==> config.mk <==
export PLATFORM = sky130hd
export DESIGN_NAME = ysyx_210238_mdu
export DESIGN_NICKNAME = d
export VERILOG_FILES = /design/src/rtl/ysyx_210238_mdu.sv
export SDC_FILE = /design/constraint.sdc
export NUM_CORES = 2
export LEC_CHECK = 0
export BUFFER_PORTS_ARGS = -buffer_cell sky130_fd_sc_hd__buf_2
export CORE_MARGIN = 3
export CORE_UTILIZATION = 41
export DETAILED_ROUTE_END_ITERATION = 7
export GPL_TIMING_DRIVEN = 0
export PLACE_DENSITY = 0.6
export SETUP_SLACK_MARGIN = 0.2
export SYNTH_ARGS = -nofsm -noshare
export SYNTH_HDL_FRONTEND = slang
export SYNTH_SLANG_ARGS = --single-unit
==> constraint.sdc <==
create_clock -name i_clk -period 14.65 [get_ports i_clk]
set_input_delay 1.465 -clock i_clk [delete_from_list [all_inputs] [get_ports i_clk]]
set_output_delay 1.465 -clock i_clk [all_outputs]
set_load 0.05 [all_outputs]
==> src/rtl/ysyx_210238_mdu.sv <==
// ysyx_210238_mdu -- iterative RV64M multiply/divide unit.
//
// Radix-2 shift-add multiply and radix-2 restoring divide, one bit per cycle.
// Operands are converted to magnitudes when accepted and the result sign is
// latched, so the iteration itself is always unsigned. *W ops run WLEN steps
// and sign-extend the low WLEN result bits. Divide-by-zero and signed overflow
// are resolved when the request is accepted and skip the iteration entirely.
//
// Ports:
//   i_clk, i_rst_n        clock (rising edge), asynchronous active-low reset
//   i_valid / o_ready     request handshake (o_ready only in IDLE)
//   i_op, i_word          operation select (MUL..REMU) and *W variant
//   i_src1, i_src2        forwarded operands
//   i_rd_addr             destination register, returned with the result
//   i_flush               kill any in-flight op
//   o_valid / i_ready     result handshake
//   o_result, o_rd_addr   registered result and its destination register
//   o_busy                unit is not idle
module ysyx_210238_mdu #(
   parameter int XLEN = 64,
   parameter int WLEN = 32
) (
   input  logic            i_clk,
   input  logic            i_rst_n,
   input  logic            i_valid,
   output logic            o_ready,
   input  logic [2:0]      i_op,
   input  logic            i_word,
   input  logic [XLEN-1:0] i_src1,
   input  logic [XLEN-1:0] i_src2,
   input  logic [4:0]      i_rd_addr,
   input  logic            i_flush,
   output logic            o_valid,
   input  logic            i_ready,
   output logic [XLEN-1:0] o_result,
   output logic [4:0]      o_rd_addr,
   output logic            o_busy
);

   localparam int CW = $clog2(XLEN) + 1;
   localparam int SH = XLEN - WLEN;
   localparam logic [XLEN-1:0] MIN_X = {1'b1, {(XLEN-1){1'b0}}};
   localparam logic [XLEN-1:0] MIN_W = {{(SH+1){1'b1}}, {(WLEN-1){1'b0}}};

   typedef enum logic [1:0] {IDLE, CALC, DONE} state_t;

   function automatic logic [XLEN-1:0] sext_w(input logic [WLEN-1:0] v);
      return {{SH{v[WLEN-1]}}, v};
   endfunction

   function automatic logic [XLEN-1:0] zext_w(input logic [WLEN-1:0] v);
      return {{SH{1'b0}}, v};
   endfunction

   state_t          state, state_nxt;
   logic            accept, is_div;
   logic            s1_signed, s2_signed;
   logic [XLEN-1:0] op_a, op_b, mag_a, mag_b;
   logic            neg_a, neg_b, div_zero, div_ovf, special;
   logic [XLEN-1:0] spec_raw, spec_res;

   // iteration state: {hi, lo} is the product accumulator for multiply and
   // {rem, quo} for divide; mcand is the multiplicand or the divisor
   logic [XLEN-1:0] hi, lo, mcand;
   logic [CW-1:0]   cnt;
   logic [2:0]      op_q;
   logic            word_q, neg_q, rneg_q;
   logic [4:0]      rd_q;

   assign o_ready = (state == IDLE);
   assign o_busy  = (state != IDLE);
   assign accept  = i_valid & o_ready & ~i_flush;
   assign is_div  = i_op[2];

   // ---------------- operand preparation ----------------
   always_comb begin
      s1_signed = 1'b1;
      s2_signed = 1'b1;
      if (is_div) begin
         s1_signed = ~i_op[0];
         s2_signed = ~i_op[0];
      end else if (!i_word) begin
         // word multiplies all collapse to MULW, where signedness is moot
         case (i_op[1:0])
            2'd2: s2_signed = 1'b0;
            2'd3: begin
               s1_signed = 1'b0;
               s2_signed = 1'b0;
            end
            default: ;
         endcase
      end

      op_a = i_src1;
      op_b = i_src2;
      if (i_word) begin
         op_a = s1_signed ? sext_w(i_src1[WLEN-1:0]) : zext_w(i_src1[WLEN-1:0]);
         op_b = s2_signed ? sext_w(i_src2[WLEN-1:0]) : zext_w(i_src2[WLEN-1:0]);
      end

      neg_a = s1_signed & op_a[XLEN-1];
      neg_b = s2_signed & op_b[XLEN-1];
      mag_a = neg_a ? -op_a : op_a;
      mag_b = neg_b ? -op_b : op_b;

      div_zero = is_div & (op_b == '0);
      div_ovf  = is_div & ~i_op[0] & (op_a == (i_word ? MIN_W : MIN_X)) & (op_b == '1);
      special  = div_zero | div_ovf;

      // op[1] selects remainder; quotient is -1 on /0 and the dividend on overflow
      spec_raw = i_op[1] ? (div_zero ? op_a : '0) : (div_zero ? '1 : op_a);
      spec_res = i_word ? sext_w(spec_raw[WLEN-1:0]) : spec_raw;
   end

   // ---------------- one iteration step ----------------
   logic [XLEN:0]   add_sum, shl, sub_diff;
   logic [XLEN-1:0] hi_n, lo_n;

   always_comb begin
      add_sum  = {1'b0, hi} + (lo[0] ? {1'b0, mcand} : '0);
      shl      = {hi, lo[XLEN-1]};
      // shl < 2*mcand, so the top bit of the difference is exactly the borrow
      sub_diff = shl - {1'b0, mcand};
      if (op_q[2]) begin
         hi_n = sub_diff[XLEN] ? shl[XLEN-1:0] : sub_diff[XLEN-1:0];
         lo_n = {lo[XLEN-2:0], ~sub_diff[XLEN]};
      end else begin
         hi_n = add_sum[XLEN:1];
         lo_n = {add_sum[0], lo[XLEN-1:1]};
      end
   end

   // ---------------- result assembly after the last step ----------------
   logic [2*XLEN-1:0] prod;
   logic [XLEN-1:0]   quo_s, rem_s, fin_raw, fin_res;
   logic [WLEN-1:0]   fin_w;

   always_comb begin
      prod = {hi_n, lo_n};
      if (neg_q) prod = -prod;
      quo_s = neg_q  ? -lo_n : lo_n;
      rem_s = rneg_q ? -hi_n : hi_n;
      if (op_q[2])                fin_raw = op_q[1] ? rem_s : quo_s;
      else if (op_q[1:0] == 2'd0) fin_raw = prod[XLEN-1:0];
      else                        fin_raw = prod[2*XLEN-1:XLEN];
      // after only WLEN right shifts the word product sits SH bits up
      fin_w   = op_q[2] ? fin_raw[WLEN-1:0] : prod[SH +: WLEN];
      fin_res = word_q ? sext_w(fin_w) : fin_raw;
   end

   // ---------------- FSM ----------------
   always_ff @(posedge i_clk or negedge i_rst_n) begin
      if (!i_rst_n) state <= IDLE;
      else          state <= state_nxt;
   end

   always_comb begin
      state_nxt = state;
      case (state)
         IDLE:    if (accept) state_nxt = special ? DONE : CALC;
         CALC:    if (cnt == CW'(1)) state_nxt = DONE;
         DONE:    if (i_ready) state_nxt = IDLE;
         default: state_nxt = IDLE;
      endcase
      if (i_flush) state_nxt = IDLE;
   end

   // ---------------- datapath / output registers ----------------
   always_ff @(posedge i_clk or negedge i_rst_n) begin
      if (!i_rst_n) begin
         hi        <= '0;
         lo        <= '0;
         mcand     <= '0;
         cnt       <= '0;
         op_q      <= '0;
         word_q    <= 1'b0;
         neg_q     <= 1'b0;
         rneg_q    <= 1'b0;
         rd_q      <= '0;
         o_valid   <= 1'b0;
         o_result  <= '0;
         o_rd_addr <= '0;
      end else if (i_flush) begin
         o_valid <= 1'b0;
      end else begin
         case (state)
            IDLE: if (accept) begin
               op_q   <= i_op;
               word_q <= i_word;
               rd_q   <= i_rd_addr;
               neg_q  <= neg_a ^ neg_b;
               rneg_q <= neg_a;
               cnt    <= i_word ? CW'(WLEN) : CW'(XLEN);
               hi     <= '0;
               if (is_div) begin
                  // word dividend is pre-aligned so its MSB is shifted out first
                  lo    <= i_word ? (mag_a << SH) : mag_a;
                  mcand <= mag_b;
               end else begin
                  lo    <= mag_b;
                  mcand <= mag_a;
               end
               if (special) begin
                  o_valid   <= 1'b1;
                  o_result  <= spec_res;
                  o_rd_addr <= i_rd_addr;
               end
            end
            CALC: begin
               hi  <= hi_n;
               lo  <= lo_n;
               cnt <= cnt - CW'(1);
               if (cnt == CW'(1)) begin
                  o_valid   <= 1'b1;
                  o_result  <= fin_res;
                  o_rd_addr <= rd_q;
               end
            end
            DONE: if (i_ready) o_valid <= 1'b0;
            default: ;
         endcase
      end
   end

endmodule

==> run metrics <==
dpl cell area=~39000 um2; Max IR drop VDD=around 0.17 mV; initial antenna violation count=19; Slew HR=-6.50%; Yosys Warn Count=0; Cells after Synth=5149; worst-margin pin slew=1.60 ns; status=complete, but fails checks; Yosys cell types=97; Chip Height=302 um; clk sinks=282; routability cong.=roughly 1.1; die area=~91000 um2; DR vias=~46000; vias per cell=7.03; syn avg cell area=6.99 um2; leak pwr=between 0.015 and 0.02 uW; Slowest-stage cell, CP=clkbuf_1; # resized after CTS=0; Tmin final=around 14 ns; Routed WL=241 mm; 1st-iter DRT viols=just over 7000; Synth Area in Simple Gates=between 20% and 30%; Flop pwr share=between 10% and 20%; GR Overflow Total=0; # setup viols final=0; antenna viol nets, final=0; switching power=8340 uW; Post-Synth Adder-Cell Area=~5.1%; Initial Utilization=a little over 40%; setup_tns=0 ns; Crit path largest cell delay=about 1.1 ns; CTS Hold Buffers Added=0; CP Class=reg2reg; crit start category=flop; final slew viol count=57; main combinational cell family by area after synthesis=compound AO/OA/AOI/OAI gates; worst endpoint required time=approximately 15 ns; most used cell, CP=buf_2; Pwr per Cell Area=316 nW/um2; failing checks=capacitance limit, slew limit; drt wl/cell=36.5 um; Setup WS post-layout=0.942 ns; root buffer cell=clkbuf_16; core area=~87000 um2; Post-synth EDFFs=0; Post-synth ARST share=100%; period utilization=between 90 and 100%; Layout Skew=between 0.05 and 0.06 ns; htree depth=2; Num CTS Buffers=36; pre-CTS WS=about 1.8 ns; clk_lat worst skew=just over 0.6 ns; Worst-path clk slew=0.07 ns; Gate power share=approximately four fifths; Yosys reg bits=between 200 and 300; die width=302 um; DP Wirelength=198 mm; Final Cell Area=~40000 um2; Synth Area in Compound Gates=around a third; I/O Pins=214; Cell Area, Synth=roughly 36000 um2; Tightest Hold Check Type=reg2reg; PortBufs=210; CTS tree=built; most common cell after layout, fill and taps aside=nand2_1; share of cells above drive strength 1=7.73%; final count of hold timing violations=0; Main synth FF type=dfrtp_1; switch share=between 60% and 70%; CP Buf/Inv Count=15; DRC errors left=0; delay-heaviest family, CP=buffers and inverters; Worst Path Max Fanout=11; Layout area overhead=11.0%; commonest cells after routing, fill and taps aside=nand2_1 (633), o21ai_0 (544), a21oi_1 (489); first-pass GRT wire length=between 300 and 400 mm; RSZ-0062 raised after global routing=no; CP arrival=around 14 ns; setup bufs post-CTS=0; CP endpoint kind=flop; iteration count of the initial detailed-routing pass=8; clk buf depth=3; largest net degree at the start of global routing=115; mux contribution to synthesized area=~4.6%; Clk pwr share=just under 8%; max cap viols=9; Core Rows=between 100 and 150; sequential area share after synthesis=about a fifth; post-synthesis xor/xnor area fraction=under 10%; Mapped Nets=approximately 5400; P_int=about 4300 uW; max frequency=72.9 MHz; GRT Resource Usage Total=approximately half; vias in the first global route=between 40000 and 50000; final net count=5687
[cell families after synthesis]
family / Yosys count
compound gates: 1843
flops: 282
simple gates: 1895
mux: 161
fa+ha+maj: 148
xor+xnor: 316
buf+inv: 504
[worst paths after layout]
path                         startpoint      endpoint  slack, ns  depth (start not counted)
setup / recovery                op_q[2]  o_result[20]       0.94                         28
hold / removal             o_rd_addr[0]  o_rd_addr[0]       0.48                          2
setup reg to reg                op_q[2]  o_result[20]       0.94                         28
hold reg to reg            o_rd_addr[0]  o_rd_addr[0]       0.48                          2
max in group asynchronous       i_rst_n     mcand[18]      12.67                          2
min in group asynchronous       i_rst_n     mcand[59]       0.84                          1
[synth_stat cells, types with 44 or more instances]
master / n / area, um2
mux2i_1: 118 / 1180
o22ai_1: 79 / 494
a21o_1: 55 / 413
xor2_1: 117 / 1020
or3_1: 60 / 375
o21ai_0: 545 / 2730
nand3_1: 108 / 541
nand4_1: 97 / 607
dfrtp_1: 282 / 7060
nor4_1: 54 / 338
o31ai_1: 60 / 450
a211oi_1: 58 / 435
xnor2_1: 199 / 1740
nor3_1: 168 / 841
a21oi_1: 489 / 2450
o21a_1: 44 / 330
ha_1: 138 / 1730
a31oi_1: 58 / 363
nor2_1: 473 / 1780
inv_1: 158 / 593
o211ai_1: 47 / 353
clkbuf_1: 281 / 1050
nand2_1: 633 / 2380
and2_1: 93 / 582
[layer usage]
layer / wire length (um) / track usage [%]
met5: 37 / 0
met4: 27300 / 46.2
met3: 29300 / 16.6
met2: 99700 / 75.4
met1: 84600 / 58.0
[power by group through the flow]
stage                     combinational, uW  clock, uW  sequential [uW]
after floorplan                        5330          0             1690
after global placement                 9310          0             1620
after detailed placement               9340          0             1630
after CTS                              9400        969             1610
after global routing                  10200       1000             1680
final                                  9970        976             1670
[worst register-to-register path: cells and delay by family, from the launching register on]
kind | cells | cell delay [ns]
compound gates | 6 | 2.68
xor+xnor | 1 | 0.13
fa+ha+maj | 1 | 0.37
buf+inv | 15 | 8.35
flops | 1 | 0.47
simple gates | 5 | 1.49
[through the flow]
step                power [uW]  std cells  hold WS, ns  util (%)
finish                   12600       6594        0.481      46.0
global route             12800       6585        0.508      45.9
detailed placement       11000       6521        0.467      44.5
global placement         10900       6514        0.463      44.3
floorplan                 7020       5149        0.463         -
CTS                      12000       6584        0.478      45.9
[sequential cells by signal, indices dropped and copies added, names as in the netlist]
register and count:
cnt 7, rneg_q 1, op_q 3, rd_q 5
word_q 1, lo 64, hi 64, o_result 64
mcand 64, state 2, neg_q 1, o_rd_addr 5
o_valid 1
[area by class of cell]
| type | count | area (um2) |
|---|---|---|
| Inverter | 159 | 597 |
| Fill cell | 9364 | 47000 |
| Antenna cell | 9 | 22.5 |
| Tap cell | 1155 | 1450 |
| Clock buffer | 46 | 988 |
| Timing Repair Buffer | 218 | 1160 |
| Sequential cell | 282 | 7060 |
| Clock inverter | 17 | 260 |
| Multi-Input combinational cell | 4363 | 27000 |
| Buffer | 345 | 1350 |
(Power assumes the default switching activity.)
